===== src/rtl/regfile_pkg.sv =====
// Shared types and default sizing for the multi-port register file.
package regfile_pkg;

   typedef enum logic {
      IDLE  = 1'b0,
      SWEEP = 1'b1
   } clr_state_t;

   localparam int DEF_DATA_WIDTH = 20;
   localparam int DEF_REG_NUMBER = 5;
   localparam int DEF_NUM_READ   = 3;

endpackage


===== src/rtl/regfile_read_port.sv =====
// One combinational read port: array lookup, x0 forced to zero, optional same-cycle write forwarding.
module regfile_read_port
   import regfile_pkg::*;
#(
   parameter int DATA_WIDTH = DEF_DATA_WIDTH,
   parameter int REG_NUMBER = DEF_REG_NUMBER
)
(
   input  logic [REG_NUMBER-1:0]   i_addr,
   input  logic [DATA_WIDTH-1:0]   i_regs [2**REG_NUMBER],
   input  logic [2**REG_NUMBER-1:0] i_busy,
   input  logic                    i_bypass_en,
   input  logic [1:0]              i_wr_en,
   input  logic [2*REG_NUMBER-1:0] i_wr_addr,
   input  logic [2*DATA_WIDTH-1:0] i_wr_data,
   input  logic                    i_rsv_en,
   input  logic [REG_NUMBER-1:0]   i_rsv_addr,
   output logic [DATA_WIDTH-1:0]   o_data,
   output logic                    o_busy
);

   logic w_hit0;
   logic w_hit1;
   logic w_rsv_hit;

   assign w_hit0    = i_bypass_en && i_wr_en[0] && (i_wr_addr[REG_NUMBER-1:0] == i_addr);
   assign w_hit1    = i_bypass_en && i_wr_en[1] && (i_wr_addr[2*REG_NUMBER-1:REG_NUMBER] == i_addr);
   assign w_rsv_hit = i_rsv_en && (i_rsv_addr == i_addr);

   // A forwarded write is about to clear busy, so only a same-cycle reserve keeps it set.
   always_comb begin
      o_data = i_regs[i_addr];
      o_busy = i_busy[i_addr];
      if (i_addr == '0) begin
         o_data = '0;
         o_busy = 1'b0;
      end else if (w_hit1) begin
         o_data = i_wr_data[2*DATA_WIDTH-1:DATA_WIDTH];
         o_busy = w_rsv_hit;
      end else if (w_hit0) begin
         o_data = i_wr_data[DATA_WIDTH-1:0];
         o_busy = w_rsv_hit;
      end
   end

endmodule


===== src/rtl/register_file_mp.sv =====
// Multi-port register file with busy scoreboard and a sequential clear sweep.
// Optional feature: define REG_FILE_BYPASS_EN to forward same-cycle writes to the read ports.
module register_file_mp
   import regfile_pkg::*;
#(
   parameter int DATA_WIDTH = DEF_DATA_WIDTH,
   parameter int REG_NUMBER = DEF_REG_NUMBER,
   parameter int NUM_READ   = DEF_NUM_READ
)
(
   input  logic                           clk,
   input  logic                           rst,
   input  logic [NUM_READ*REG_NUMBER-1:0] rs_addr,
   output logic [NUM_READ*DATA_WIDTH-1:0] rs_data,
   output logic [NUM_READ-1:0]            rs_busy,
   input  logic [1:0]                     wr_en,
   input  logic [2*REG_NUMBER-1:0]        wr_addr,
   input  logic [2*DATA_WIDTH-1:0]        wr_data,
   input  logic                           rsv_en,
   input  logic [REG_NUMBER-1:0]          rsv_addr,
   input  logic                           clr_req,
   output logic                           clr_busy
);

   localparam int DEPTH = 2**REG_NUMBER;

   logic [DATA_WIDTH-1:0] r_regs [DEPTH];
   logic [DEPTH-1:0]      r_busy;
   clr_state_t            r_state;
   logic [REG_NUMBER-1:0] r_index;
   logic                  r_clr_busy;

   logic [REG_NUMBER-1:0] w_wr_addr [2];
   logic [DATA_WIDTH-1:0] w_wr_data [2];
   logic                  w_bypass_en;

   genvar gi;
   generate
      for (gi = 0; gi < 2; gi++) begin : g_wr
         assign w_wr_addr[gi] = wr_addr[gi*REG_NUMBER +: REG_NUMBER];
         assign w_wr_data[gi] = wr_data[gi*DATA_WIDTH +: DATA_WIDTH];
      end
   endgenerate

`ifdef REG_FILE_BYPASS_EN
   assign w_bypass_en = (r_state == IDLE);
`else
   assign w_bypass_en = 1'b0;
`endif

   // Port 1 is applied after port 0 and the reserve after both, giving the required priorities.
   always_ff @(posedge clk) begin
      if (rst) begin
         for (int i = 0; i < DEPTH; i++) begin
            r_regs[i] <= '0;
         end
         r_busy     <= '0;
         r_state    <= IDLE;
         r_index    <= '0;
         r_clr_busy <= 1'b0;
      end else if (r_state == SWEEP) begin
         r_regs[r_index] <= '0;
         r_busy[r_index] <= 1'b0;
         r_index         <= r_index + 1'b1;
         if (r_index == '1) begin
            r_state    <= IDLE;
            r_clr_busy <= 1'b0;
         end
      end else begin
         for (int p = 0; p < 2; p++) begin
            if (wr_en[p] && (w_wr_addr[p] != '0)) begin
               r_regs[w_wr_addr[p]] <= w_wr_data[p];
               r_busy[w_wr_addr[p]] <= 1'b0;
            end
         end
         if (rsv_en && (rsv_addr != '0)) begin
            r_busy[rsv_addr] <= 1'b1;
         end
         if (clr_req) begin
            r_state    <= SWEEP;
            r_index    <= REG_NUMBER'(1);
            r_clr_busy <= 1'b1;
         end
      end
   end

   assign clr_busy = r_clr_busy;

   generate
      for (gi = 0; gi < NUM_READ; gi++) begin : g_rd
         regfile_read_port #(
            .DATA_WIDTH (DATA_WIDTH),
            .REG_NUMBER (REG_NUMBER)
         ) u_read_port (
            .i_addr      (rs_addr[gi*REG_NUMBER +: REG_NUMBER]),
            .i_regs      (r_regs),
            .i_busy      (r_busy),
            .i_bypass_en (w_bypass_en),
            .i_wr_en     (wr_en),
            .i_wr_addr   (wr_addr),
            .i_wr_data   (wr_data),
            .i_rsv_en    (rsv_en),
            .i_rsv_addr  (rsv_addr),
            .o_data      (rs_data[gi*DATA_WIDTH +: DATA_WIDTH]),
            .o_busy      (rs_busy[gi])
         );
      end
   endgenerate

endmodule


===== config.mk =====
export PLATFORM = sky130hd
export DESIGN_NAME = register_file_mp
export DESIGN_NICKNAME = d
export VERILOG_FILES = /design/src/rtl/regfile_pkg.sv /design/src/rtl/regfile_read_port.sv /design/src/rtl/register_file_mp.sv
export SDC_FILE = /design/constraint.sdc
export NUM_CORES = 2
export LEC_CHECK = 0
export CAP_MARGIN = 15
export CORE_MARGIN = 2
export CORE_UTILIZATION = 60
export CTS_BUF_LIST = sky130_fd_sc_hd__clkbuf_4
export DETAILED_ROUTE_END_ITERATION = 6
export PLACE_DENSITY_LB_ADDON = 0.3
export SKIP_CTS_REPAIR_TIMING = 1
export SYNTH_ARGS = -nofsm -noshare
export SYNTH_HDL_FRONTEND = slang
export SYNTH_HIERARCHICAL = 1
export SYNTH_SLANG_ARGS = --single-unit

===== constraint.sdc =====
create_clock -name clk -period 10.12 [get_ports clk]
set_clock_uncertainty 0.2 [all_clocks]
set_input_delay 3.036 -clock clk [delete_from_list [all_inputs] [get_ports clk]]
set_output_delay 3.036 -clock clk [all_outputs]
set_load 0.01 [all_outputs]

==> results_dict.tcl <==
set metrics [dict create \
    synth_area_per_cell_um2 10.4 \
    clock_path_buffers 3 \
    max_cap_viol_count 0 \
    clock-sinks 679 \
    yosysTopAreaCell "dfxtp_1" \
    io_pins 140 \
    std_cell_rows 100 \
    worstSetupPathType "in -> out" \
    nFillCells 5766 \
    final_area_mm2 0.0494 \
    cp_data_arrival_time_ns 6.65 \
    synth_edf_count 0 \
    fin_ws_ns 0.232 \
    end_kind "output pin" \
    switching_share_pct 32.9 \
    root_buffer "clkbuf_4" \
    slew_violations 135 \
    synth_top_flop_cell "dfxtp_1" \
    required_ns 6.88 \
    syn-cell-area_mm2 0.0451 \
    fp.dieW_um 278 \
    overflow 0 \
    hp-start "r_regs[598]" \
    finalHoldViolCount 0 \
    powerDensity_mw_per_mm2 130 \
    grt_pass1_vias 41507 \
    synth_top_area_share_pct 30.1 \
    initial_utilization_pct 60.6 \
    cts_buffers 184 \
    htree_levels 4 \
    multi_input_area_mm2 0.0291 \
    rsz0062_at_grt "false" \
    routedWlPerCell_um 40.5 \
    grt_max_degree 81 \
    yosys_warnings 6 \
    cts_tree "built" \
    path_cells "clkdlybuf4s50_1, buf_4, and2_1, nand2_1, o221ai_1, o32ai_1, clkdlybuf4s50_1" \
    synth_cells 4335 \
    p_comb_share_pct 17.7 \
    cp_slowest_cell "o32ai_1" \
    place_area_mm2 0.0469 \
    min_delay_path_depth 2 \
    fin_nets 4376 \
    drt.antenna.violating_nets 0 \
    regArea_mm2 0.0136 \
    fin_setup_tns_ns 0 \
    r2r_cells 7 \
    outcome "complete, but fails checks" \
    rrSetupSlack_ns 6.35 \
    netSwitchingPower_mw 2.12 \
    core_mm2 0.0744 \
    p_int_mw 4.31 \
    grt_pass1_wl_um 309000 \
    vdd.ir_drop.worst_uv 110 \
    violations "design-rule violations, max-slew violations" \
    cts.clk_slew.worst_paths_ns 0.06 \
    yosysUniqueCellTypes 71 \
    path_common_cell "clkdlybuf4s50_1" \
    layout_min_cycle_time_ns 9.89 \
    p_leak_nw 17.5 \
    hpwl_um 140000 \
    drt_iter0_markers 9741 \
    insertion_delay_ns 1.05 \
    clkPwrFrac_pct 39.7 \
    hold_path.class "reg -> reg" \
    yosysSeqAreaShare_pct 30.1 \
    synth-seq-cells 679 \
    dieArea_mm2 0.0774 \
    drcViolationCount 96 \
    grt_use_total_pct 55.6 \
    r2r-end "r_regs[394]" \
    portBuffers 139 \
    wirelength_um 220000 \
    timing.rr.start "r_state" \
    vias 45607 \
    max_freq_mhz 101 \
    areaGrowthSynthToFinish_pct 9.48 \
    setup_violations 0 \
    maxSlewHeadroom_pct -136 \
    power_frac_seq_pct 42.6 \
    die_y_um 278 \
    cp_max_fo 13 \
    synth.top_cells.by_area "dfxtp_1, mux4_2, a221o_1" \
    dp_slack_ns 0.638 \
    critPathMaxStageDelay_ns 0.84 \
    min_period_over_period_pct 97.7 \
    worst_pin_slew_ns 3.52 \
    whs_ns 0.305 \
    drt-vias-per-instance 8.41 \
    layout-drive-gt1-share_pct 25.1 \
    start_kind "input port" \
    gp_congestion 1.13 \
    synth-async-reset-ratio_pct 0 \
    antenna_found_initial 8 \
    whs_endpoint "r_regs[598]" \
    drtPass1Iterations 7 \
]
==> routing by layer <==
metal  track usage (%)  routed length, um
met1              66.8              70700
met4              39.7              21100
met5              4.88                478
met3              29.7              41900
met2              75.0              85700
==> cell usage in the layout (no fill, tap or decap), types with 87 or more instances in the layout <==
cell type        instances
a221o_1                540
clkdlybuf4s50_1        129
nor2_1                 704
o22ai_1                 87
dfxtp_1                678
buf_4                  174
nand2_1                211
clkbuf_4               272
mux4_2                 501
==> Yosys cell counts, drive strengths merged (46+ instances only) <==
master  instances
nand2         220
xnor2          46
mux4          501
a22oi          79
clkbuf        301
nand3          50
nor2          706
a221o         540
a211oi         84
buf           258
dfxtp         679
mux2i          84
and3           71
o22ai          92
o31ai          80
==> cell type report <==
| cell class | count | area share, % |
|---|---|---|
| Sequential cell | 679 | 27.5 |
| Timing Repair Buffer | 328 | 6.23 |
| Clock buffer | 272 | 4.14 |
| Antenna cell | 15 | 0.0760 |
| Tap cell | 969 | 2.46 |
| Clock inverter | 57 | 0.596 |
| Multi-Input combinational cell | 3087 | 58.9 |
| Inverter | 15 | 0.114 |
==> cell families (layout without fill, tap and decap cells) <==
| kind of cell | count (synthesis) | in the layout | share of synthesized area, % |
|---|---|---|---|
| other | 1 | 21 | 0.00832 |
| AO/OA/AOI/OAI | 1105 | 1105 | 21.2 |
| adder cells (fa/ha/maj) | 5 | 5 | 0.139 |
| AND/OR/NAND/NOR | 1295 | 1295 | 13.4 |
| buffers and inverters | 574 | 672 | 6.21 |
| XOR/XNOR | 46 | 46 | 0.893 |
| flip-flops | 679 | 679 | 30.1 |
| multiplexers | 630 | 630 | 28.0 |
==> worst max-delay path by stage <==
| stage | from | slack [ns] | end | depth (start not counted) |
|---|---|---|---|---|
| global placement | rs_addr[9] | 0.60 | rs_busy[1] | 7 |
| finish | rs_addr[8] | 0.23 | rs_busy[1] | 7 |
| floorplan | rs_addr[1] | 2.21 | rs_data[0] | 9 |
| global route | rs_addr[3] | 0.40 | rs_data[1] | 9 |
| CTS | rs_addr[3] | 0.62 | rs_data[17] | 8 |
| detailed placement | rs_addr[3] | 0.64 | rs_data[17] | 8 |
==> worst max-delay path: cells and delay by family <==
kind                   cells  cell delay, ns
AOI/OAI and AO/OA          2            1.10
buffers and inverters      3            1.71
and+or+nand+nor            2            0.77
==> stage by stage <==
stage | utilization (%) | power, mW | instances
final | 66.3 | 6.43 | 5422
after global routing | 66.3 | 6.53 | 5413
after CTS | 66.2 | 6.31 | 5405
after detailed placement | 63.0 | 3.84 | 5076
after global placement | 63.0 | 3.84 | 5075
after floorplan | - | 3.38 | 4340
==> sequential cells by signal, summed over array words and instances, names as in the netlist <==
register,cells
clr_busy,1
r_busy,32
r_index,5
r_regs,640
r_state,1
==> power by group through the flow <==
stage / Sequential, mW / Clock [mW] / Combinational (mW)
floorplan: 2.79 / 0 / 0.594
global placement: 2.79 / 0 / 1.04
detailed placement: 2.80 / 0 / 1.05
CTS: 2.74 / 2.52 / 1.05
global route: 2.74 / 2.67 / 1.12
finish: 2.74 / 2.55 / 1.14
No activity file was read; power rests on OpenSTA's default activity.
